===== config.mk =====
export PLATFORM = sky130hd
export DESIGN_NAME = iter_shift_unit
export DESIGN_NICKNAME = d
export VERILOG_FILES = /design/src/rtl/iter_shift_unit.sv
export SDC_FILE = /design/constraint.sdc
export NUM_CORES = 1
export LEC_CHECK = 0
export CAP_MARGIN = 20
export CELL_PAD_IN_SITES_DETAIL_PLACEMENT = 1
export CELL_PAD_IN_SITES_GLOBAL_PLACEMENT = 1
export CORE_UTILIZATION = 37
export DETAILED_ROUTE_END_ITERATION = 16
export PLACE_DENSITY_LB_ADDON = 0.1
export SLEW_MARGIN = 30
export SYNTH_ARGS = -nofsm -noshare
export SYNTH_HDL_FRONTEND = slang
export SYNTH_SLANG_ARGS = --single-unit

===== constraint.sdc =====
create_clock -name clk -period 2.6 [get_ports clk]
set_input_delay 0.78 -clock clk [delete_from_list [all_inputs] [get_ports clk]]
set_output_delay 0.78 -clock clk [all_outputs]
set_load 0.01 [all_outputs]

===== src/rtl/iter_shift_unit.sv =====
// Multi-cycle shifter for SLL/SRA/SRL: moves one bit position per clock under a
// start/done handshake and holds its result in a register for the writeback mux.
module iter_shift_unit #(
    parameter int WIDTH = 32,
    parameter int SHW   = 5
) (
    input  logic             clk,
    input  logic             rst,
    input  logic             start,
    input  logic             flush,
    input  logic [WIDTH-1:0] in,
    input  logic [SHW-1:0]   shamt,
    input  logic [1:0]       alu,
    output logic             busy,
    output logic             done,
    output logic [WIDTH-1:0] out
);

    // Handshake: start is accepted on a rising edge only in IDLE or DONE and
    // only without flush; busy is high exactly in SHIFT; done is a one-cycle
    // pulse while out holds the fresh result.

    typedef enum logic [1:0] {
        IDLE  = 2'd0,
        SHIFT = 2'd1,
        DONE  = 2'd2
    } state_t;

    localparam logic [1:0] OP_SLL  = 2'b00;
    localparam logic [1:0] OP_SRA  = 2'b01;
    localparam logic [1:0] OP_SRL  = 2'b10;
    localparam logic [1:0] OP_PASS = 2'b11;

    state_t           state;
    state_t           state_next;
    logic [WIDTH-1:0] work;
    logic [WIDTH-1:0] shifted;
    logic [1:0]       op;
    logic [SHW-1:0]   count;
    logic             accept;
    logic             immediate;
    logic             last_step;

    assign accept    = (state != SHIFT) && start && !flush;
    assign immediate = (shamt == '0) || (alu == OP_PASS);
    assign last_step = (count == SHW'(1));

    always_comb begin
        shifted = work;
        case (op)
            OP_SLL:  shifted = {work[WIDTH-2:0], 1'b0};
            OP_SRA:  shifted = {work[WIDTH-1], work[WIDTH-1:1]};
            OP_SRL:  shifted = {1'b0, work[WIDTH-1:1]};
            default: shifted = work;
        endcase
    end

    always_comb begin
        state_next = state;
        case (state)
            IDLE, DONE: begin
                if (accept) begin
                    state_next = immediate ? DONE : SHIFT;
                end else begin
                    state_next = IDLE;
                end
            end
            SHIFT: begin
                if (last_step) begin
                    state_next = DONE;
                end
            end
            default: state_next = IDLE;
        endcase
        // Flush overrides everything, including a start in the same cycle.
        if (flush) begin
            state_next = IDLE;
        end
    end

    always_ff @(posedge clk or posedge rst) begin
        if (rst) begin
            state <= IDLE;
        end else begin
            state <= state_next;
        end
    end

    always_ff @(posedge clk or posedge rst) begin
        if (rst) begin
            work  <= '0;
            op    <= OP_SLL;
            count <= '0;
            out   <= '0;
        end else if (accept) begin
            work  <= in;
            op    <= alu;
            count <= shamt;
            if (immediate) begin
                out <= in;
            end
        end else if (state == SHIFT && !flush) begin
            work  <= shifted;
            count <= count - SHW'(1);
            if (last_step) begin
                out <= shifted;
            end
        end
    end

    assign busy = (state == SHIFT);
    assign done = (state == DONE);

endmodule


# After elaboration in Yosys (flattened, before gate mapping)
# Index checks and enable logic that the tools add are counted.
[classes]
div_mod_pow = 0
n_lt_le_gt_ge = 0
n_addsub = 1
muxes = 14
bitwise_logic = 0
shift = 0
mul = 0
reduce_logical = 12
eq_ne = 9
[ops]
columns = ["operator", "count"]
rows = [
  ["$mux 32", 6],
  ["$pmux 32 s3", 1],
  ["$mux 5", 2],
  ["$mux 2", 4],
  ["$eq 2x2->1 const B", 3],
  ["$eq 5x1->1 const B", 1],
  ["$logic_not 5->1", 1],
  ["$sub 5x1->5 const B", 1],
  ["$eq 2x1->1 const B", 2],
  ["$logic_not 2->1", 2],
  ["$ne 2x1->1 const B", 2],
  ["$pmux 2 s2", 1],
  ["$reduce_bool 2->1", 2],
  ["$logic_and 1x1->1", 3],
  ["$ne 3x2->1 const B", 1],
  ["$reduce_and 3->1", 1],
  ["$reduce_or 2->1", 1],
  ["$logic_not 1->1", 1],
  ["$logic_or 1x1->1", 1],
]
[word_totals]
reg_bits = 73
rom_bits = 0
mem_bits_rw = 0
out_inout_bits = 34
n_memories = 0
latch_bits = 0
input_bits = 43
elab_cells = 41

# Logic depth before layout (Yosys ltp)
# Gate-level depths: netlist of run 1.
[depth]
ltp_word = 6
depth_mapped = 8
ltp_nobuf = 5

# Worst setup path before layout of run 1
# Ideal clock, no wire load.
[synth_path]
path_type = "input to register"
from = "in flush"
to = "reg out[0]"
path_buffers = 3
setup_slack_ns = 0.633
setup_time_ns = 0.079
t_arrival_ns = 1.887
path_stages = 6
path_cell_list = "buf_2 nand3b_1 buf_6 o22ai_4 buf_8 mux2i_1"
[synth_via]
elab_chain_len = 4
[synth_lines]
columns = ["item", "line", "source"]
rows = [
  ["start: declaration", "10", "input logic flush,"],
  ["$logic_not 1->1 (*)", "44, 102", ""],
  ["$logic_and 1x1->1, on equally long branches", "44, 102", ""],
  ["$ne 2x1->1 (no line) / $reduce_bool 2->1 (equally long branches)", "--", ""],
  ["$reduce_and 3->1 (no line)", "--", ""],
  ["end signal: assignment", "100", "out <= in;"],
  ["end signal: assignment", "106", "out <= shifted;"],
  ["end: declaration", "16", "output logic [WIDTH-1:0] out"],
]
# Every way passes the cells marked *; elsewhere a longest branch is shown, timed or not.
# A chain may end at the register's enable or synchronous reset.

# Worst setup path after layout of run 1
[layout_path]
from = "reg state[1]"
to = "out busy"
[layout_via]
elab_chain_len = 1
[layout_lines]
columns = ["item", "line", "source"]
rows = [
  ["start: declaration", "34", "state_t state;"],
  ["start signal: assignment", "85", "state <= state_next;"],
  ["$eq 2x1->1", "111", "assign busy = (state == SHIFT);"],
  ["end: declaration", "14", "output logic busy,"],
]
# Every way passes these cells.

==> flow_summary.json, run 1 <==
{
  "slew_viol_final": 0,
  "drive_gt1_share_pct": 7.69,
  "post_cts_buffers": 0,
  "dp_cells": 607,
  "portBuffers": 76,
  "syn_avg_cell_area_um2": 10.7,
  "avgRoutedWirePerCell_um": 15.7,
  "setup_ws_ns": 0.240,
  "grt_pass1_vias": 3292,
  "cts_resized": 0,
  "routed_via_density": 5.04,
  "hold_end": "count[1]",
  "rr_endpoint": "out[23]",
  "grt_max_degree": 69,
  "p_per_area_mw_per_mm2": 1040,
  "rrSetupSlack_ns": 0.74,
  "cts_buffers": 9,
  "relSlewSlack_pct": 59.6,
  "start_util_pct": 37.9,
  "ys_seq_area_share_pct": 42.4,
  "cp-end-kind": "output pin",
  "cts_tree": "built",
  "path_class": "flip-flop to output pin",
  "wirelength_um": 9770,
  "fin_tns_setup_ns": 0,
  "layout_common_cells": "156 x mux2i_1, 76 x clkdlybuf4s50_1, 71 x dfrtp_1",
  "ant_nets": 0,
  "worst_r2r_path_depth": 5,
  "synth_cells": 404,
  "dieHeight_um": 110,
  "cpPeakStageDelay_ns": 0.56,
  "fin_crit_ns": 2.36,
  "pre_cts_ws_ns": 0.0258,
  "min_period_over_period_pct": 90.8,
  "clock_skew_ns": 0.00637,
  "worst_ep_arrival_time_ns": 1.58,
  "num_rows": 39,
  "status": "complete, no violations",
  "grt_setup_unrepaired": "no",
  "dr.pass1.iters": 4,
  "crit_required_ns": 1.82,
  "fmax_ghz": 0.424,
  "netlist_area_mm2": 0.00431,
  "root_buffer": "clkbuf_16",
  "regArea_mm2": 0.00183,
  "path_clk_slew_ns": 0.06,
  "grt_pass1_wl_um": 16200,
  "path_cells": "nand2b_1 > inv_2 > clkdlybuf4s50_1",
  "reg2reg_from": "op[1]",
  "hold_class": "flip-flop to flip-flop",
  "async_flop_share_pct": 100,
  "critPathLaunchType": "flip-flop",
  "mostFrequentLayoutCell": "mux2i_1",
  "fin_area_mm2": 0.00558,
  "place_congestion": 0.763,
  "fp.dieW_um": 110,
  "place_area_mm2": 0.00522,
  "clk_latency_ns": 0.33,
  "track_usage_pct": 17.8,
  "clockBufferDepth": 2,
  "via_count": 3143,
  "timing.final.hold_violations": 0,
  "tightest_slew_ns": 0.604,
  "syn_nets": 449,
  "ioPinCount": 77,
  "synth_seq_cells": 73,
  "first_iter_violations": 69,
  "leakage_nw": 2.64,
  "yosysWarnings": 0,
  "num-fill-cells": 1272,
  "area_delta_synth_final_pct": 29.6,
  "synth-main-ff-cell": "dfrtp_1",
  "grt_remaining_overflow": 0,
  "final_nets": 521,
  "htreeDepth": 3,
  "cp_max_fo": 6,
  "ys_types": 32,
  "dpl.hpwl_um": 6620,
  "cts_hold_repair.buffers": 0,
  "critPathSlowestCell": "clkdlybuf4s50_1",
  "dieArea_mm2": 0.0121,
  "setup_viol": 0,
  "drc": 0,
  "clock-sinks": 73,
  "num_antenna_cells": 0,
  "coreArea_mm2": 0.0114,
  "worstHoldStart": "count[1]",
  "multi_input_area_mm2": 0.00216,
  "synth_edf_count": 0,
  "final_cells": 624,
  "max-cap-violations": 0,
  "min_path_cells": 2,
  "peakVddDrop_mv": 0.550,
  "antenna_found_initial": 0
}
[how the worst max path moves through the flow]
stage | to | slack [ns] | startpoint | cells after the start
after global routing | busy | 0.17 | state[1] | 3
final | busy | 0.24 | state[1] | 3
after detailed placement | out[16] | 0.03 | shamt[1] | 6
after floorplan | out[0] | 0.63 | flush | 6
after global placement | out[20] | 0.06 | shamt[1] | 6
after CTS | busy | 0.23 | state[1] | 3
[synth_stat cells (2+ instances only)]
cell | n | share of area (%)
clkbuf_1 | 5 | 0.44
a21oi_1 | 7 | 0.81
o21ai_1 | 39 | 4.5
buf_8 | 3 | 1.0
inv_1 | 36 | 3.1
nand2_1 | 34 | 3.0
dfrtp_1 | 73 | 42
inv_2 | 2 | 0.17
nor2_1 | 7 | 0.61
buf_2 | 9 | 1.0
ha_1 | 2 | 0.58
a22oi_1 | 2 | 0.35
nand3b_1 | 2 | 0.35
mux2i_1 | 156 | 36
mux2_1 | 2 | 0.52
buf_4 | 9 | 1.6
[power breakdown]
| part | switching, W | leakage (nW) | total [W] | internal [W] |
|---|---|---|---|---|
| clock | 0.000475 | 0.162 | 0.00136 | 0.000889 |
| combinational | 0.00101 | 1.54 | 0.00227 | 0.00126 |
| sequential | 0.000537 | 0.931 | 0.00217 | 0.00164 |
| total | 0.00202 | 2.64 | 0.00580 | 0.00378 |
[worst max-delay path, delay by kind of cell (launching register included)]
family        cells  cell delay [ns]
buf+inv           2             0.71
flops             1             0.38
simple gates      1             0.17
[per-layer routing]
layer,track usage (%),share of wire (%),vias to the layer above,wire [um]
met1,21.9,45,1538,4440
li1,-,-,1544,-
met4,4.86,1.1,0,109
met3,4.21,3.3,8,323
met5,0,0,-,0
met2,31.1,50,53,4890
[cell families (layout without fill, tap and decap cells)]
kind of cell             after synthesis  count (layout)  share of synthesized area (%)
AO/OA/AOI/OAI                         55              55                           7.27
AND/OR/NAND/NOR                       51              51                           5.26
buffers and inverters                 65             142                           7.67
multiplexers                         158             158                           36.8
adder cells (fa/ha/maj)                2               2                          0.581
flip-flops                            73              73                           42.4
[final cells by class]
| cell class | count | share of cell area [%] |
|---|---|---|
| Sequential cell | 73 | 32.9 |
| Clock buffer | 11 | 4.53 |
| Multi-Input combinational cell | 266 | 38.6 |
| Inverter | 38 | 2.62 |
| Clock inverter | 5 | 1.39 |
| Timing Repair Buffer | 88 | 16.7 |
| Tap cell | 143 | 3.21 |
[state kept, by name (all words and copies together) (netlist names)]
| name | cells |
|---|---|
| out | 32 |
| work | 32 |
| count | 5 |
| op | 2 |
| state | 2 |
[stage by stage]
step	utilization (%)	power, W	hold WS (ns)
finish	49.1	0.00580	0.514
global placement	45.9	0.00439	0.504
global route	49.1	0.00627	0.527
floorplan	-	0.00352	0.476
CTS	48.8	0.00589	0.521
detailed placement	45.9	0.00448	0.508
(Power assumes the default switching activity.)
==> run 2, diff against run 1 <==
--- a/config.mk
+++ b/config.mk
@@ -10,6 +10,7 @@
 export CELL_PAD_IN_SITES_GLOBAL_PLACEMENT = 1
 export CORE_UTILIZATION = 37
 export DETAILED_ROUTE_END_ITERATION = 16
+export GPL_TIMING_DRIVEN = 0
 export PLACE_DENSITY_LB_ADDON = 0.1
 export SLEW_MARGIN = 30
 export SYNTH_ARGS = -nofsm -noshare
==> flow_summary.json, run 2 (synthesis gave the netlist of run 1 again) <==
{
  "min_path_cells": 2,
  "cts_hold_repair.buffers": 0,
  "grt_pass1_vias": 3493,
  "cts_buffers": 9,
  "num_antenna_cells": 0,
  "dr.pass1.iters": 4,
  "final_nets": 539,
  "dieArea_mm2": 0.0121,
  "area_delta_synth_final_pct": 29.8,
  "min_period_over_period_pct": 94.8,
  "clock-sinks": 73,
  "hold_class": "flip-flop to flip-flop",
  "leakage_nw": 2.67,
  "final_cells": 641,
  "coreArea_mm2": 0.0114,
  "crit_required_ns": 2.85,
  "rrSetupSlack_ns": 0.80,
  "hold_end": "out[21]",
  "grt_pass1_wl_um": 17800,
  "relSlewSlack_pct": 62.5,
  "place_congestion": 0.734,
  "avgRoutedWirePerCell_um": 16.6,
  "p_per_area_mw_per_mm2": 1000,
  "via_count": 3268,
  "slew_viol_final": 0,
  "dpl.hpwl_um": 7760,
  "critPathLaunchType": "input port",
  "layout_common_cells": "156 x mux2i_1, 76 x clkdlybuf4s50_1, 73 x dfrtp_1",
  "cp-end-kind": "flip-flop",
  "post_cts_buffers": 0,
  "largest_registers": "out (32), work (32), count (5)",
  "start_util_pct": 37.9,
  "worst_ep_arrival_time_ns": 2.71,
  "status": "complete, no violations",
  "pwr-share-seq_pct": 37.1,
  "portBuffers": 76,
  "path_class": "input port to flip-flop",
  "clockBufferDepth": 2,
  "fp.dieW_um": 110,
  "drc": 0,
  "timing.final.hold_violations": 0,
  "dp_cells": 626,
  "p_comb_share_pct": 42.9,
  "num-fill-cells": 1275,
  "grt_setup_unrepaired": "no",
  "antenna_found_initial": 0,
  "path_clk_slew_ns": 0.06,
  "rr_endpoint": "out[28]",
  "regArea_mm2": 0.00183,
  "cts_tree": "built",
  "switching_share_pct": 36.4,
  "path_cells": "clkdlybuf4s50_1 > nor4_1 > a22oi_1 > o22ai_4 > buf_8 > mux2i_1",
  "routed_via_density": 5.10,
  "wirelength_um": 10700,
  "ioPinCount": 77,
  "fin_crit_ns": 2.46,
  "grt_max_degree": 24,
  "clk_latency_ns": 0.33,
  "tightest_slew_ns": 0.562,
  "htreeDepth": 3,
  "cts_resized": 0,
  "path_buf_inv": 2,
  "fmax_ghz": 0.406,
  "first_iter_violations": 76,
  "dieHeight_um": 110,
  "grt_remaining_overflow": 0,
  "clock_skew_ns": 0.00582,
  "cpPeakStageDelay_ns": 0.45,
  "mostFrequentLayoutCell": "mux2i_1",
  "drive_gt1_share_pct": 9.24,
  "clkPwrFrac_pct": 20.1,
  "p_int_w": 0.00357,
  "power.switching_w": 0.00204,
  "cp_max_fo": 10,
  "ant_nets": 0,
  "cp_top_family": "buffers and inverters",
  "num_rows": 39,
  "worst_r2r_path_depth": 7,
  "reg2reg_from": "state[0]",
  "critPathSlowestCell": "nor4_1",
  "track_usage_pct": 19.6,
  "root_buffer": "clkbuf_16",
  "max-cap-violations": 0,
  "peakVddDrop_mv": 0.410,
  "multi_input_area_mm2": 0.00215,
  "worstHoldStart": "out[21]",
  "total_power_w": 0.00561,
  "setup_viol": 0
}
run 2: power by group through the flow:
stage	Combinational [W]	Sequential (W)	Clock (W)
2_1_floorplan	0.00141	0.00211	0
3_3_place_gp	0.00234	0.00208	0
3_5_place_dp	0.00244	0.00210	0
4_1_cts	0.00245	0.00209	0.00115
5_1_grt	0.00268	0.00217	0.00120
6_report	0.00240	0.00208	0.00113
run 2: per-layer routing:
| metal | up-vias | wire length [um] | GRT usage, % |
|---|---|---|---|
| li1 | 1583 | - | - |
| met1 | 1613 | 4890 | 25.0 |
| met2 | 56 | 5290 | 33.6 |
| met3 | 16 | 305 | 2.55 |
| met4 | 0 | 183 | 7.71 |
| met5 | - | 0 | 0 |
run 2: layout make-up:
class	instances	area share, %
timing repair buffer	79	15.0
inverter	38	2.62
multi-input combinational	266	38.5
clock inverter	4	0.358
tap	143	3.20
sequential	73	32.7
clock buffer	11	4.34
buffer	27	3.36
run 2: how the worst max path moves through the flow:
stage / start / end / cells after the start
2_1_floorplan: flush / out[0] / 6
5_1_grt: shamt[1] / out[0] / 6
6_report: shamt[1] / out[28] / 6
4_1_cts: shamt[1] / out[28] / 6
3_5_place_dp: shamt[1] / out[28] / 6
3_3_place_gp: shamt[1] / out[8] / 6
run 2: per-stage QoR:
stage          setup WS [ns]  utilization, %  TNS (ns)  instance area [um^2]  hold WS (ns)
4_1_cts                0.106            49.1         0                  5590         0.524
6_report               0.136            49.1         0                  5590         0.518
3_5_place_dp          -0.173            46.8     -4.33                  5320         0.511
5_1_grt               0.0413            49.1         0                  5590         0.533
2_1_floorplan          0.633               -         0                  4310         0.476
3_3_place_gp          -0.113            46.2     -3.37                  5250         0.501
run 2: worst register-to-register path, stage by stage, from the launching register on:
cell	delay [ns]
dfrtp_1	0.40
nand2b_1	0.08
buf_4	0.17
nand3b_1	0.10
buf_6	0.17
o22ai_4	0.35
buf_8	0.22
mux2i_1	0.22
==> run 3, diff against run 2 <==
--- a/config.mk
+++ b/config.mk
@@ -9,8 +9,9 @@
 export CELL_PAD_IN_SITES_DETAIL_PLACEMENT = 1
 export CELL_PAD_IN_SITES_GLOBAL_PLACEMENT = 1
 export CORE_UTILIZATION = 37
+export CTS_CLUSTER_SIZE = 12
 export DETAILED_ROUTE_END_ITERATION = 16
-export GPL_TIMING_DRIVEN = 0
+export GPL_TIMING_DRIVEN = 1
 export PLACE_DENSITY_LB_ADDON = 0.1
 export SLEW_MARGIN = 30
 export SYNTH_ARGS = -nofsm -noshare
==> results of run 3 <==
No change in the layout: final DEF, timing and power equal those of run 1.
